===== src/rtl/puf_eval_pkg.sv =====
// puf_eval_pkg
//   Shared definitions for the PUF evaluation sequencer:
//   - state_e          : sequencer state encoding (3 bits)
//   - DEFAULT_*        : default parameter values for the sequencer
//   - cnt_width()      : bits needed to hold a count of 0..max_count
package puf_eval_pkg;

    typedef enum logic [2:0] {
        ST_IDLE      = 3'd0,
        ST_TRIGGER   = 3'd1,
        ST_WAIT_DONE = 3'd2,
        ST_GAP       = 3'd3,
        ST_RESULT    = 3'd4
    } state_e;

    localparam int unsigned DEFAULT_RESPONSE_WIDTH = 6;
    localparam int unsigned DEFAULT_NUM_EVALS      = 15;
    localparam int unsigned DEFAULT_TIMEOUT_CYCLES = 255;
    localparam int unsigned DEFAULT_GAP_CYCLES     = 4;

    // Never returns 0 so that a zero maximum still yields a legal vector.
    function automatic int unsigned cnt_width(input int unsigned max_count);
        if (max_count < 1) begin
            return 1;
        end
        return $clog2(max_count + 1);
    endfunction

endpackage


===== src/rtl/bit_vote_counter.sv =====
// bit_vote_counter
//   Tallies how many evaluations returned a 1 on one PUF response bit and
//   reports the majority and instability of that bit.
//   Ports:
//     clk, reset (async, active-low)
//     clear     : zero the tally (takes priority over inc_en)
//     inc_en    : add one to the tally this cycle
//     majority  : 2*tally > NUM_EVALS
//     unstable  : tally neither 0 nor NUM_EVALS (evaluations disagreed)
module bit_vote_counter
    import puf_eval_pkg::*;
#(
    parameter int unsigned NUM_EVALS = DEFAULT_NUM_EVALS
) (
    input  logic clk,
    input  logic reset,
    input  logic clear,
    input  logic inc_en,
    output logic majority,
    output logic unstable
);

    localparam int unsigned CW = cnt_width(NUM_EVALS);
    localparam logic [CW:0]   MAJ_LIMIT = (CW + 1)'(NUM_EVALS);
    localparam logic [CW-1:0] ALL_ONES  = CW'(NUM_EVALS);

    logic [CW-1:0] vote_q;
    logic [CW-1:0] vote_d;
    logic [CW:0]   twice_vote;

    always_comb begin
        vote_d = vote_q;
        if (clear) begin
            vote_d = '0;
        end else if (inc_en) begin
            vote_d = vote_q + CW'(1);
        end
    end

    // Outputs are derived from the next tally so the sample taken on the
    // final puf_done is already included when the parent latches the result.
    always_comb begin
        twice_vote = {vote_d, 1'b0};
        majority   = (twice_vote > MAJ_LIMIT);
        unstable   = (vote_d != '0) && (vote_d != ALL_ONES);
    end

    always_ff @(posedge clk or negedge reset) begin
        if (!reset) begin
            vote_q <= '0;
        end else begin
            vote_q <= vote_d;
        end
    end

endmodule


===== src/rtl/puf_eval_sequencer.sv =====
// puf_eval_sequencer
//   Turns one evaluation request into NUM_EVALS trigger/done cycles on the
//   PUF, majority-votes each response bit and flags bits that disagreed.
//   A per-evaluation timeout protects the host from a hung PUF.
//   Ports:
//     clk, reset (async, active-low)
//     req_valid / req_ready          : request handshake (ready only in IDLE)
//     puf_trigger                    : one-cycle start pulse to the PUF
//     puf_done, puf_response         : PUF result, sampled while waiting
//     rsp_valid / rsp_ready          : result handshake, held until accepted
//     rsp_majority, rsp_unstable     : voted response and instability mask
//     rsp_timeout                    : request aborted on a timeout
//     busy                           : any state other than IDLE
module puf_eval_sequencer
    import puf_eval_pkg::*;
#(
    parameter int unsigned RESPONSE_WIDTH = DEFAULT_RESPONSE_WIDTH,
    parameter int unsigned NUM_EVALS      = DEFAULT_NUM_EVALS,
    parameter int unsigned TIMEOUT_CYCLES = DEFAULT_TIMEOUT_CYCLES,
    parameter int unsigned GAP_CYCLES     = DEFAULT_GAP_CYCLES
) (
    input  logic                      clk,
    input  logic                      reset,
    input  logic                      req_valid,
    output logic                      req_ready,
    output logic                      puf_trigger,
    input  logic                      puf_done,
    input  logic [RESPONSE_WIDTH-1:0] puf_response,
    output logic                      rsp_valid,
    input  logic                      rsp_ready,
    output logic [RESPONSE_WIDTH-1:0] rsp_majority,
    output logic [RESPONSE_WIDTH-1:0] rsp_unstable,
    output logic                      rsp_timeout,
    output logic                      busy
);

    localparam int unsigned EW = cnt_width(NUM_EVALS);
    localparam int unsigned WW = cnt_width(TIMEOUT_CYCLES);
    localparam int unsigned GW = cnt_width(GAP_CYCLES);

    localparam logic [EW-1:0] LAST_EVAL   = EW'(NUM_EVALS);
    localparam logic [WW-1:0] TIMEOUT_VAL = WW'(TIMEOUT_CYCLES);
    localparam logic [GW-1:0] GAP_VAL     = GW'(GAP_CYCLES);

    state_e                    state_q, state_d;
    logic [EW-1:0]             eval_cnt_q, eval_cnt_d;
    logic [WW-1:0]             wait_cnt_q, wait_cnt_d;
    logic [GW-1:0]             gap_cnt_q, gap_cnt_d;
    logic                      req_ready_q, req_ready_d;
    logic                      puf_trigger_q, puf_trigger_d;
    logic                      rsp_valid_q, rsp_valid_d;
    logic                      busy_q, busy_d;
    logic                      rsp_timeout_q, rsp_timeout_d;
    logic [RESPONSE_WIDTH-1:0] rsp_majority_q, rsp_majority_d;
    logic [RESPONSE_WIDTH-1:0] rsp_unstable_q, rsp_unstable_d;

    logic                      accept;
    logic                      done_hit;
    logic [WW-1:0]             wait_next;
    logic [RESPONSE_WIDTH-1:0] vote_inc;
    logic [RESPONSE_WIDTH-1:0] bit_majority;
    logic [RESPONSE_WIDTH-1:0] bit_unstable;

    always_comb begin
        accept    = (state_q == ST_IDLE) && req_valid;
        done_hit  = (state_q == ST_WAIT_DONE) && puf_done;
        vote_inc  = done_hit ? puf_response : '0;
        wait_next = wait_cnt_q + WW'(1);
    end

    for (genvar i = 0; i < RESPONSE_WIDTH; i++) begin : g_vote
        bit_vote_counter #(
            .NUM_EVALS (NUM_EVALS)
        ) u_vote (
            .clk      (clk),
            .reset    (reset),
            .clear    (accept),
            .inc_en   (vote_inc[i]),
            .majority (bit_majority[i]),
            .unstable (bit_unstable[i])
        );
    end

    always_comb begin
        state_d        = state_q;
        eval_cnt_d     = eval_cnt_q;
        wait_cnt_d     = wait_cnt_q;
        gap_cnt_d      = gap_cnt_q;
        rsp_timeout_d  = rsp_timeout_q;
        rsp_majority_d = rsp_majority_q;
        rsp_unstable_d = rsp_unstable_q;

        unique case (state_q)
            ST_IDLE: begin
                if (accept) begin
                    eval_cnt_d    = '0;
                    rsp_timeout_d = 1'b0;
                    state_d       = ST_TRIGGER;
                end
            end
            ST_TRIGGER: begin
                wait_cnt_d = '0;
                state_d    = ST_WAIT_DONE;
            end
            ST_WAIT_DONE: begin
                wait_cnt_d = wait_next;
                // puf_done is checked first so it wins over a coincident timeout.
                if (puf_done) begin
                    eval_cnt_d = eval_cnt_q + EW'(1);
                    if (eval_cnt_d == LAST_EVAL) begin
                        rsp_majority_d = bit_majority;
                        rsp_unstable_d = bit_unstable;
                        state_d        = ST_RESULT;
                    end else if (GAP_CYCLES == 0) begin
                        state_d = ST_TRIGGER;
                    end else begin
                        gap_cnt_d = '0;
                        state_d   = ST_GAP;
                    end
                end else if (wait_next == TIMEOUT_VAL) begin
                    rsp_timeout_d  = 1'b1;
                    rsp_majority_d = '0;
                    rsp_unstable_d = '1;
                    state_d        = ST_RESULT;
                end
            end
            ST_GAP: begin
                gap_cnt_d = gap_cnt_q + GW'(1);
                if (gap_cnt_d == GAP_VAL) begin
                    state_d = ST_TRIGGER;
                end
            end
            ST_RESULT: begin
                if (rsp_ready) begin
                    state_d = ST_IDLE;
                end
            end
            default: begin
                state_d = ST_IDLE;
            end
        endcase

        // Handshake/status outputs are registered copies of the next state.
        req_ready_d   = (state_d == ST_IDLE);
        busy_d        = (state_d != ST_IDLE);
        puf_trigger_d = (state_d == ST_TRIGGER);
        rsp_valid_d   = (state_d == ST_RESULT);
    end

    always_ff @(posedge clk or negedge reset) begin
        if (!reset) begin
            state_q        <= ST_IDLE;
            eval_cnt_q     <= '0;
            wait_cnt_q     <= '0;
            gap_cnt_q      <= '0;
            req_ready_q    <= 1'b1;
            busy_q         <= 1'b0;
            puf_trigger_q  <= 1'b0;
            rsp_valid_q    <= 1'b0;
            rsp_timeout_q  <= 1'b0;
            rsp_majority_q <= '0;
            rsp_unstable_q <= '0;
        end else begin
            state_q        <= state_d;
            eval_cnt_q     <= eval_cnt_d;
            wait_cnt_q     <= wait_cnt_d;
            gap_cnt_q      <= gap_cnt_d;
            req_ready_q    <= req_ready_d;
            busy_q         <= busy_d;
            puf_trigger_q  <= puf_trigger_d;
            rsp_valid_q    <= rsp_valid_d;
            rsp_timeout_q  <= rsp_timeout_d;
            rsp_majority_q <= rsp_majority_d;
            rsp_unstable_q <= rsp_unstable_d;
        end
    end

    assign req_ready    = req_ready_q;
    assign busy         = busy_q;
    assign puf_trigger  = puf_trigger_q;
    assign rsp_valid    = rsp_valid_q;
    assign rsp_timeout  = rsp_timeout_q;
    assign rsp_majority = rsp_majority_q;
    assign rsp_unstable = rsp_unstable_q;

endmodule


===== config.mk =====
export PLATFORM = sky130hd
export DESIGN_NAME = puf_eval_sequencer
export DESIGN_NICKNAME = d
export VERILOG_FILES = /design/src/rtl/puf_eval_pkg.sv /design/src/rtl/bit_vote_counter.sv /design/src/rtl/puf_eval_sequencer.sv
export SDC_FILE = /design/constraint.sdc
export NUM_CORES = 1
export LEC_CHECK = 0
export ABC_AREA = 1
export CORE_MARGIN = 2
export CORE_UTILIZATION = 45
export CTS_BUF_LIST = sky130_fd_sc_hd__clkbuf_8
export CTS_CLUSTER_DIAMETER = 200
export CTS_CLUSTER_SIZE = 12
export DETAILED_ROUTE_END_ITERATION = 6
export PLACE_DENSITY = 0.77
export SETUP_SLACK_MARGIN = 0.4
export SYNTH_ARGS = -nofsm -noshare
export SYNTH_HDL_FRONTEND = slang
export SYNTH_SLANG_ARGS = --single-unit

===== constraint.sdc =====
create_clock -name clk -period 4.8 [get_ports clk]
set_input_delay 1.2 -clock clk [delete_from_list [all_inputs] [get_ports clk]]
set_output_delay 1.2 -clock clk [all_outputs]
set_load 0.01 [all_outputs]

==> impl_metrics.env <==
export IMPL_slew_violations=0
export IMPL_min_from="rsp_timeout"
export IMPL_crit_path_end_kind="register"
export IMPL_firstDrtPassIters=4
export IMPL_cap_violations=0
export IMPL_antenna_found_initial=0
export IMPL_antenna_left=0
export IMPL_critPathMaxFanout=28
export IMPL_rsz0062_at_grt="false"
export IMPL_fin_hold_ws_ps=492
export IMPL_synth_cells=437
export IMPL_required_ps=5020
export IMPL_place_hpwl_mm=4.93
export IMPL_gp_congestion=0.912
export IMPL_seq_power_share_pct=37.9
export IMPL_swShare_pct=42.6
export IMPL_ys_seq_elements=59
export IMPL_cts_buffers=9
export IMPL_dpl_cell_area_um2=3690
export IMPL_clock_path_buffers=2
export IMPL_grt_first_pass_wirelength_mm=12.6
export IMPL_n_antenna_cell=0
export IMPL_htree_levels=3
export IMPL_finalNonFillerCells=575
export IMPL_synth_cell_area_um2=3330
export IMPL_status="completed"
export IMPL_synth_area_per_cell_um2=7.63
export IMPL_area_delta_synth_final_pct=16.5
export IMPL_die_w_um=90.1
export IMPL_cts_resized=0
export IMPL_ys_types=27
export IMPL_grt_usage_pct=19.2
export IMPL_finalSetupTns_ps=0
export IMPL_worstMarginPinSlew_ps=753
export IMPL_slowest_delay_ps=670
export IMPL_insertion_delay_ps=350
export IMPL_holdBufCountCts=0
export IMPL_nets=494
export IMPL_viasPerCell=4.99
export IMPL_power_internal_uw=1260
export IMPL_synth_warnings=0
export IMPL_power_density_nw_per_um2=565
export IMPL_critPathLaunch="puf_done"
export IMPL_cts_setup_buffers=0
export IMPL_initial_utilization_pct=46.2
export IMPL_hold_class="reg2reg"
export IMPL_die_area_um2=8110
export IMPL_setup_viol=0
export IMPL_drive_gt1_share_pct=8.19
export IMPL_grt_pass1_vias=2830
export IMPL_place_inst=559
export IMPL_num_vias=2871
export IMPL_start_kind="input pin"
export IMPL_fin_skew_ps=6.77
export IMPL_wl_mm=7.05
export IMPL_min_period_ps=2930
export IMPL_clkTransAtPathRegs_ps=70
export IMPL_fmax_mhz=341
export IMPL_arrival_ps=3160
export IMPL_r2r_start="state_q[0]"
export IMPL_port_buffers=27
export IMPL_yosysSeqAreaShare_pct=44.3
export IMPL_p_leak_uw=0.00213
export IMPL_grt_max_degree=60
export IMPL_ir_drop_mv=0.282
export IMPL_cts_tree="yes"
export IMPL_power_switching_uw=934
export IMPL_ff_latch_area_um2=1480
export IMPL_drt_wirelength_per_cell_um=12.3
export IMPL_drc_errors=0
export IMPL_slowest_stage="clkdlybuf4s50_1"
export IMPL_crit_chain="clkdlybuf4s50_1, inv_1, nor2_8, nand3_2, nand2_2, inv_2, nand2_1, o21ai_0"
export IMPL_n_fill_cell=690
export IMPL_rows=31
export IMPL_core_um2=7210
export IMPL_grt_overflow=0
export IMPL_path_class="in2reg"
export IMPL_slew_headroom_pct=49.7
export IMPL_clock_power_share_pct=20.3
export IMPL_finalHoldViolCount=0
export IMPL_io_pins=28
export IMPL_drtIter0Drc=207
export IMPL_multi_input_area_um2=1530
export IMPL_finalCritPeriodShare_pct=61.1
export IMPL_reg2reg_slack_ps=2770
export IMPL_cts_sinks=59
export IMPL_die_height_um=90.1
export IMPL_root_buffer="clkbuf_8"
export IMPL_combPwrFrac_pct=41.7
export IMPL_final_area_um2=3880
export IMPL_synth_nets=460
[cell families after synthesis]
| kind of cell | after synthesis | share of synthesized area, % |
|---|---|---|
| AO/OA/AOI/OAI | 36 | 5.67 |
| adder cells (fa/ha/maj) | 12 | 4.50 |
| buffers and inverters | 80 | 9.76 |
| AND/OR/NAND/NOR | 241 | 33.4 |
| flip-flops | 59 | 44.3 |
| XOR/XNOR | 9 | 2.36 |
[power by group through the flow]
stage / clock [µW] / sequential (µW) / combinational, µW
3_3_place_gp: 0 / 829 / 878
3_5_place_dp: 0 / 836 / 910
2_1_floorplan: 0 / 816 / 684
4_1_cts: 454 / 831 / 919
5_1_grt: 479 / 859 / 1070
6_report: 447 / 832 / 916
[worst max-delay path, delay by kind of cell]
family	cells	cell delay, ps
AOI/OAI and AO/OA	1	80
buffers and inverters	3	980
and+or+nand+nor	4	900
[layer usage]
layer | vias up | share of wire (%) | GRT usage, %
met1 | 1340 | 44 | 23.4
met3 | 9 | 4.3 | 6.45
li1 | 1458 | - | -
met2 | 64 | 50 | 32.3
met5 | - | 0 | 0
met4 | 0 | 1.3 | 5.77
[cells in the final DEF (no fill, tap or decap), drive strengths merged]
cell and count:
inv 76, ha 12, buf 2, nand4 16, o21ai 23, o22ai 4, clkinvlp 1, nor2 30
clkbuf 10, xnor2 1, a21oi 9, clkinv 3, nor4 1, dfstp 1, nand2 140, bufinv 1
dfrtp 58, clkdlybuf4s50 26, nand3 54, xor2 8
[final cells by class]
class                      instances  share of cell area (%)
clock buffer                      10                    3.54
clock inverter                     6                    1.45
inverter                          75                    7.31
multi-input combinational        298                    39.4
sequential                        59                    38.0
tap                               99                    3.19
timing repair buffer              28                    7.02
[cell usage after synthesis (all sizes together)]
cell type | n | area, µm²
nor4 | 1 | 6.26
dfstp | 1 | 26.3
nand4 | 16 | 100
inv | 75 | 284
nor2 | 30 | 141
ha | 12 | 150
dfrtp | 58 | 1450
nand3 | 54 | 338
buf | 5 | 41.3
o22ai | 4 | 25.0
xor2 | 8 | 70.1
xnor2 | 1 | 8.76
o21ai | 23 | 115
nand2 | 140 | 528
a21oi | 9 | 48.8
[registers in the layout, indices dropped and copies added (netlist names)]
signal / count
state_q: 3
req_ready: 1
wait_cnt_q: 8
g_vote.u_vote.vote_q: 24
busy: 1
rsp_timeout: 1
eval_cnt_q: 4
rsp_valid: 1
gap_cnt_q: 3
rsp_unstable: 6
puf_trigger: 1
rsp_majority: 6
[through the flow]
stage               power [µW]  util [%]  setup WS, ps
floorplan                 1500         -          2550
global placement          1710      51.1          1620
detailed placement        1750      51.1          1500
CTS                       2200      53.8          1870
global route              2410      53.8          1730
finish                    2190      53.8          1870
[path summary, 6_finish.rpt]
check / to / cells after the start
max in group asynchronous: rsp_unstable[1] / 2
min in group asynchronous: wait_cnt_q[6] / 2
worst min register to register: rsp_timeout / 2
worst max register to register: rsp_unstable[1] / 8
worst min-delay path: rsp_timeout / 2
worst max-delay path: rsp_majority[4] / 8
No activity file was read; power rests on OpenSTA's default activity.
